<file path="src/rtl/sm_accum.sv">
// Streaming sign-magnitude accumulator.
// Folds a sequence of sign-magnitude partial sums into one saturated
// sign-magnitude result, presented on a valid/ready output.
// Terms are summed in widened two's complement (N+G bits). That width
// cannot overflow within MAX_TERMS terms, so saturation only happens once,
// when the final sum is converted back to sign-magnitude.
//
// state | meaning
// ------+---------------------------------------------------------------
// ACCUM | accepting terms, in_ready=1, no result pending
// DONE  | result held on out_data/out_sat, out_valid=1, inputs ignored
module sm_accum #(
   parameter int Q         = 15,
   parameter int N         = 32,
   parameter int MAX_TERMS = 16,
   parameter int G         = $clog2(MAX_TERMS)
) (
   input  logic         clk,
   input  logic         rst_n,
   input  logic         clear,
   input  logic         in_valid,
   output logic         in_ready,
   input  logic [N-1:0] in_data,
   input  logic         in_last,
   output logic         out_valid,
   input  logic         out_ready,
   output logic [N-1:0] out_data,
   output logic         out_sat
);

   localparam int W = N + G;

   typedef enum logic {
      ACCUM = 1'b0,
      DONE  = 1'b1
   } state_t;

   state_t         state_q;
   logic [W-1:0]   acc_q;
   logic [W-1:0]   acc_d;
   logic [G-1:0]   count_q;
   logic [G-1:0]   count_d;
   logic           in_ready_q;
   logic           out_valid_q;
   logic [N-1:0]   out_data_q;
   logic           out_sat_q;

   logic [W-1:0]   mag_ext;
   logic [W-1:0]   term;
   logic [W-1:0]   final_abs;
   logic           last_beat;
   logic           ovf;
   logic [N-1:0]   result_d;

   // The fractional position does not affect the arithmetic; this only
   // ties off the format parameter.
   logic           unused_fmt;
   assign unused_fmt = (Q < N);

   // Term conversion, running sum and sign-magnitude conversion of the
   // sum that would result if this beat were the last one.
   always_comb begin
      mag_ext   = {{(G+1){1'b0}}, in_data[N-2:0]};
      // Negative zero negates to zero, so it needs no special case.
      term      = in_data[N-1] ? ('0 - mag_ext) : mag_ext;
      acc_d     = acc_q + term;
      count_d   = count_q + G'(1);
      last_beat = in_last | (count_q == G'(MAX_TERMS-1));
      final_abs = acc_d[W-1] ? ('0 - acc_d) : acc_d;
      ovf       = |final_abs[W-1:N-1];
      // A zero sum is non-negative in two's complement, so it always
      // comes out as +0.
      result_d  = {acc_d[W-1], ovf ? {(N-1){1'b1}} : final_abs[N-2:0]};
   end

   // Sequencing FSM with registered handshake and result outputs.
   always_ff @(posedge clk or negedge rst_n) begin
      if (!rst_n) begin
         state_q     <= ACCUM;
         acc_q       <= '0;
         count_q     <= '0;
         in_ready_q  <= 1'b1;
         out_valid_q <= 1'b0;
         out_data_q  <= '0;
         out_sat_q   <= 1'b0;
      end else if (clear) begin
         state_q     <= ACCUM;
         acc_q       <= '0;
         count_q     <= '0;
         in_ready_q  <= 1'b1;
         out_valid_q <= 1'b0;
         out_data_q  <= '0;
         out_sat_q   <= 1'b0;
      end else begin
         case (state_q)
            ACCUM: begin
               if (in_valid) begin
                  if (last_beat) begin
                     acc_q       <= '0;
                     count_q     <= '0;
                     out_data_q  <= result_d;
                     out_sat_q   <= ovf;
                     out_valid_q <= 1'b1;
                     in_ready_q  <= 1'b0;
                     state_q     <= DONE;
                  end else begin
                     acc_q   <= acc_d;
                     count_q <= count_d;
                  end
               end
            end
            DONE: begin
               // No bypass: the next term is taken on the cycle after release.
               if (out_ready) begin
                  out_valid_q <= 1'b0;
                  in_ready_q  <= 1'b1;
                  state_q     <= ACCUM;
               end
            end
            default: begin
               state_q    <= ACCUM;
               in_ready_q <= 1'b1;
            end
         endcase
      end
   end

   assign in_ready  = in_ready_q;
   assign out_valid = out_valid_q;
   assign out_data  = out_data_q;
   assign out_sat   = out_sat_q;

endmodule

</file>
<file path="config.mk">
export PLATFORM = sky130hd
export DESIGN_NAME = sm_accum
export DESIGN_NICKNAME = d
export VERILOG_FILES = /design/src/rtl/sm_accum.sv
export SDC_FILE = /design/constraint.sdc
export NUM_CORES = 1
export LEC_CHECK = 0
export ABC_AREA = 1
export CAP_MARGIN = 20
export CORE_ASPECT_RATIO = 2
export CORE_MARGIN = 2
export CORE_UTILIZATION = 60
export CTS_CLUSTER_DIAMETER = 60
export CTS_CLUSTER_SIZE = 10
export DETAILED_ROUTE_END_ITERATION = 8
export HOLD_SLACK_MARGIN = 0.02
export PLACE_DENSITY = 0.83
export SETUP_SLACK_MARGIN = 0.2
export SLEW_MARGIN = 0
export SYNTH_ARGS = -nofsm -noshare
export SYNTH_HDL_FRONTEND = slang
export SYNTH_SLANG_ARGS = --single-unit
</file>
<file path="constraint.sdc">
create_clock -name clk -period 6.6 [get_ports clk]
set_input_delay 1.32 -clock clk [delete_from_list [all_inputs] [get_ports clk]]
set_output_delay 1.32 -clock clk [all_outputs]
set_load 0.01 [all_outputs]
</file>
==> results.yml, run 1 <==
critical_path:
  cp_num_cells: 34
  r2r-end: "out_data[10]"
  r2r_slack_ns: 3.03
  crit_path_end_kind: "register"
  cp_slowest_cell: "clkdlybuf4s50_1"
  critPathMaxFanout: 16
  worstPathRequired_ns: 6.83
  critPathBufInv: 7
  crit_path_start_kind: "input port"
  worst_path_most_repeated_cell: "nand2_1"
  reg2reg_from: "acc_q[0]"
  crit_type: "in2reg"
  arrival_ns: 6.11
  reg2regPathDepth: 21
  crit_family: "simple AND/OR/NAND/NOR gates"
  crit_start: "in_data[0]"
  crit_path_max_incr_delay_ns: 0.44
  endpoint: "out_data[10]"
power:
  ir_worst_vdd_mv: 0.211
  power.density_mw_per_mm2: 240
  leakage_nw: 5.10
floorplanning:
  fp.coreArea_mm2: 0.0134
  die_area_mm2: 0.0146
  initial_utilization_pct: 61.1
  rows: 60
  die_w_um: 86.5
  die_h_um: 169
  pin_count: 73
yosys:
  synth-seq-area-share_pct: 23.3
  synth_edf_count: 0
  yosys_warnings: 0
  synth_cell_types: 44
  avgSynthCellArea_um2: 6.01
  netlist_area_mm2: 0.00816
  synthesis.instances: 1357
  async_flop_share_pct: 100
  synth_seq_cells: 76
  ys.flop_type: "dfrtp_1"
  syn_nets: 1434
grt:
  grt_antenna_before_repair: 0
  grt_use_total_pct: 37.2
  grt_max_degree: 77
  grt_pass1_vias: 8791
  grt_overflow_total: 0
  grt_pass1_wl_mm: 41.9
sta:
  setup-tns-final_ns: 0
  grt_setup_unrepaired: "false"
  slew_headroom_pct: 42.2
  fin_crit_sh_pct: 89.2
  min_period_ns: 5.88
  hold_violations: 0
  layout_setup_ws_ns: 0.716
  holdWs_ns: 0.492
  worstMarginPinSlew_ns: 0.866
  finalSetupViolations: 0
  fmax_ghz: 0.170
  finalMaxSlewViolations: 0
  finClkSkew_ns: 0.0108
clock_network:
  root_buffer: "clkbuf_16"
  tritoncts: "done"
  post_cts_resized: 0
  numCtsBuffers: 9
  clock-sinks: 76
  clkTransAtPathRegs_ns: 0.07
  cts_buffer_depth: 2
  clk_latency_ns: 0.35
  postCtsHoldBufs: 0
  cts_setup_buffers: 0
  htreeDepth: 3
place:
  portBuffers: 72
  dp_hpwl_mm: 21.1
  dp_cells: 1568
  place.gp.congestion: 0.979
  post-place-ws_ns: 0.0232
final_layout:
  fin_nets: 1504
  synthToLayoutAreaGrowth_pct: 15.1
  stdcell_count: 1587
  antennaDiodeCount: 0
  drive_gt1_share_pct: 11.8
  multi_input_area_mm2: 0.00536
  seq_area_mm2: 0.00190
  num-fill-cells: 1261
route:
  wl_per_cell_um: 16.9
  routed_via_density: 5.53
  num_vias: 8783
  first_iter_violations: 617
  drc: 0
  ant_nets: 0
  first_pass_iters: 6
  wl_mm: 26.8
status:
  status: "finished, final reports clean"
run:
  drv_cap: 0
worst_hold_path:
  hold_class: "reg2reg"
## per-layer routing
metal  track usage [%]  share of wire [%]  vias to the layer above
met2              69.3                 53                      274
met5                 0                  0                        -
li1                  -                  -                     4404
met4              32.5                 11                        0
met3              4.19                3.8                      118
met1              33.9                 33                     3987
## area by class of cell
class                      count  area share [%]
multi-input combinational   1045            57.1
clock buffer                   9            2.40
sequential                    76            20.3
inverter                     215            8.59
tap                          155            2.06
clock inverter                 7           0.613
timing repair buffer          80            9.03
## Yosys cell counts, drive strengths merged (2+ instances only)
cell    number  share of area, %
a21oi       67               4.2
a22oi        5              0.46
a31oi        2              0.15
and2         5              0.38
and3         2              0.15
buf          6              0.98
clkbuf      15              0.69
dfrtp       75                23
ha          38               5.8
inv        215               9.9
nand2      537                27
nand3       90               6.0
nand3b       3              0.28
nand4       21               1.7
nor2       123               6.8
nor3        12              0.92
nor4         4              0.31
o21ai       85               5.2
o22ai        2              0.15
o31ai        2              0.18
or2          2              0.15
xnor2        7              0.75
xor2        30               3.2
## tightest hold or removal path: cells and delay by family (launching register included)
family | cells | cell delay, ns
DFF | 1 | 0.35
and+or+nand+nor | 1 | 0.05
AOI/OAI and AO/OA | 1 | 0.05
## cell families after synthesis
| logic type | after synthesis | share of synthesized area [%] |
|---|---|---|
| simple gates | 799 | 44.0 |
| fa+ha+maj | 39 | 6.07 |
| buf+inv | 236 | 11.6 |
| compound gates | 170 | 11.1 |
| flops | 76 | 23.3 |
| xor+xnor | 37 | 3.97 |
## sequential cells by signal (all words and copies together), names as in the netlist
name       flops
count_q        4
in_ready       1
out_sat        1
state_q        1
out_valid      1
out_data      32
acc_q         36
## through the flow
step / power [mW] / area (um2) / util (%)
finish: 2.25 / 9400 / 70.3
floorplan: 1.32 / 8160 / -
global placement: 1.71 / 9000 / 67.4
CTS: 2.23 / 9280 / 69.5
detailed placement: 1.73 / 9000 / 67.4
global route: 2.39 / 9400 / 70.3
## layout by cell type, fill, tap and decap left out, drive strengths merged, types with 2 or more instances in the layout
cell type	instances
a31oi	2
nor4	4
clkbuf	10
nor2	123
nand3	90
and3	2
a22oi	5
clkdlybuf4s50	71
nand2	537
inv	219
a21oi	67
xnor2	7
clkinvlp	2
nor3	12
and2	5
nand3b	3
ha	38
buf	8
o22ai	2
xor2	30
nand4	21
o31ai	2
or2	2
dfrtp	75
o21ai	85
## how the worst min path moves through the flow
stage | start | endpoint | cells after the start
after global placement | acc_q[0] | acc_q[0] | 2
after global routing | acc_q[0] | acc_q[0] | 2
after floorplan | acc_q[0] | acc_q[0] | 2
after detailed placement | acc_q[3] | acc_q[3] | 2
final | acc_q[3] | acc_q[3] | 2
after CTS | acc_q[3] | acc_q[3] | 2
## report_power, final
part	switching [mW]	internal [mW]	leakage [nW]
Clock	0.236	0.261	0.135
Sequential	0.0612	0.556	0.992
Combinational	0.724	0.416	3.98
Total	1.02	1.23	5.10
Power figures use the tool's default switching activity.
==> inputs of run 2 (changes only) <==
Settings changed: CAP_MARGIN 20 to default.
==> run 2 against run 1 <==
Against the previous run: hold slack is essentially flat; utilization shrank 0.41 points; largest power group unchanged; sequential share of layout area grew 0.12 points; non-clock buffer count shrank 2; register-to-register slack lost 0.03 ns; maximum frequency grew 0.14%; cell area shrank 0.59%; via count grew 0.27%; first-iteration DRC count grew 3.4%; global-route usage is the same.
==> results.yml, run 2 (synthesis gave the netlist of run 1 again) <==
status:
  status: "finished, final reports clean"
place:
  portBuffers: 72
  place.gp.congestion: 0.979
  dp_hpwl_mm: 21.1
  dp_cells: 1568
clock_network:
  root_buffer: "clkbuf_16"
  clk_latency_ns: 0.35
  postCtsHoldBufs: 0
  clkTransAtPathRegs_ns: 0.07
  clock-sinks: 76
  numCtsBuffers: 9
  tritoncts: "done"
  cts_buffer_depth: 2
  htreeDepth: 3
critical_path:
  crit_path_max_incr_delay_ns: 0.43
  cp_slowest_cell: "clkdlybuf4s50_1"
  worst_path_most_repeated_cell: "nand2_1"
  crit_path_end_kind: "register"
  crit_type: "in2reg"
  crit_path_start_kind: "input port"
  critPathBufInv: 7
  critPathMaxFanout: 16
  arrival_ns: 6.10
  worstPathRequired_ns: 6.82
  crit_family: "simple AND/OR/NAND/NOR gates"
sta:
  worstMarginPinSlew_ns: 1.13
  setup-tns-final_ns: 0
  fmax_ghz: 0.170
  slew_headroom_pct: 24.6
  hold_violations: 0
  finalSetupViolations: 0
  finalMaxSlewViolations: 0
  min_period_ns: 5.88
  fin_crit_sh_pct: 89.0
  holdWs_ns: 0.492
  grt_setup_unrepaired: "false"
  finClkSkew_ns: 0.00810
grt:
  grt_use_total_pct: 37.2
  grt_pass1_wl_mm: 41.9
  grt_overflow_total: 0
  grt_pass1_vias: 8791
  grt_antenna_before_repair: 0
  grt_max_degree: 77
final_layout:
  layout_commonest_cell: "nand2_1"
  fin_nets: 1502
  top_register: "acc_q"
  largest_register_ffs: 36
  drive_gt1_share_pct: 11.7
  num-fill-cells: 1272
  synthToLayoutAreaGrowth_pct: 14.5
  stdcell_count: 1585
  final_cell_mix: "457 x nand2_1, 203 x inv_1, 96 x nor2_1"
  antennaDiodeCount: 0
power:
  power.density_mw_per_mm2: 241
  sequentialPowerShare_pct: 27.4
  power_frac_comb_pct: 50.5
  clkPwrFrac_pct: 22.1
  ir_worst_vdd_mv: 0.210
  internal_power_mw: 1.23
  swShare_pct: 45.4
  p_sw_mw: 1.02
  leakage_nw: 5.08
floorplanning:
  die_area_mm2: 0.0146
  fp.coreArea_mm2: 0.0134
  die_h_um: 169
  pin_count: 73
  rows: 60
  die_w_um: 86.5
  initial_utilization_pct: 61.1
worst_hold_path:
  hold_class: "reg2reg"
route:
  route.met3.wl_um: 884
  ant_nets: 0
  num_vias: 8807
  first_iter_violations: 638
  first_pass_iters: 8
  highest_layer: "met4"
  wl_mm: 26.8
  wl_per_cell_um: 16.9
  wl_met2_mm: 14.1
  wl_met1_mm: 8.92
  drc: 0
  routed_via_density: 5.56
run:
  drv_cap: 0
==> run 2: changes by cell type in the layout (fill, tap and decap cells not counted), sizes merged <==
cell / previous run / this run
buf: 8 / 6
==> run 2: final cells by class <==
type | count | area [um2] | share of cell area (%)
Multi-Input combinational cell | 1045 | 5360 | 57.4
Sequential cell | 76 | 1900 | 20.4
Inverter | 215 | 807 | 8.64
Timing Repair Buffer | 78 | 793 | 8.49
Clock buffer | 9 | 225 | 2.41
Tap cell | 155 | 194 | 2.08
Clock inverter | 7 | 57.6 | 0.616
==> run 2: through the flow <==
stage	worst slack [ns]	power (mW)	utilization (%)	area, um2
floorplan	1.32	1.32	-	8160
global placement	0.0838	1.71	67.4	9000
detailed placement	0.0232	1.73	67.4	9000
CTS	0.351	2.23	69.5	9280
global route	0.139	2.38	69.9	9340
finish	0.724	2.25	69.9	9340
==> run 2: power groups by stage <==
| stage | clock network [mW] | logic, mW | registers [mW] |
|---|---|---|---|
| after detailed placement | 0 | 1.11 | 0.624 |
| after global routing | 0.512 | 1.25 | 0.625 |
| after global placement | 0 | 1.09 | 0.623 |
| after floorplan | 0 | 0.681 | 0.642 |
| final | 0.498 | 1.14 | 0.616 |
| after CTS | 0.497 | 1.12 | 0.616 |
==> run 2: worst paths after layout <==
kind / startpoint / endpoint / slack [ns] / depth (start not counted)
max: in_data[0] / out_data[10] / 0.72 / 34
min: acc_q[3] / acc_q[3] / 0.49 / 2
max reg2reg: acc_q[0] / out_data[10] / 3.00 / 21
max in group asynchronous: rst_n / acc_q[2] / 4.72 / 1
min in group asynchronous: rst_n / acc_q[28] / 1.13 / 1
min reg2reg: acc_q[3] / acc_q[3] / 0.49 / 2
==> run 2: worst min-delay path, delay by kind of cell (launching register included) <==
kind / cells / cell delay [ns]
AO/OA/AOI/OAI: 1 / 0.05
flip-flops: 1 / 0.35
AND/OR/NAND/NOR: 1 / 0.05
==> run 2: what timing repair did <==
action | 4_1_cts | 5_1_grt
endpoints found under the setup margin | 0 | 32
resized for setup | 0 | 7
setup buffers | 0 | 0
==> run 2: routing by layer <==
layer | GRT usage (%) | vias to the layer above
li1 | - | 4398
met1 | 33.9 | 4030
met2 | 69.3 | 251
met3 | 4.19 | 128
met4 | 32.5 | 0
met5 | 0 | -
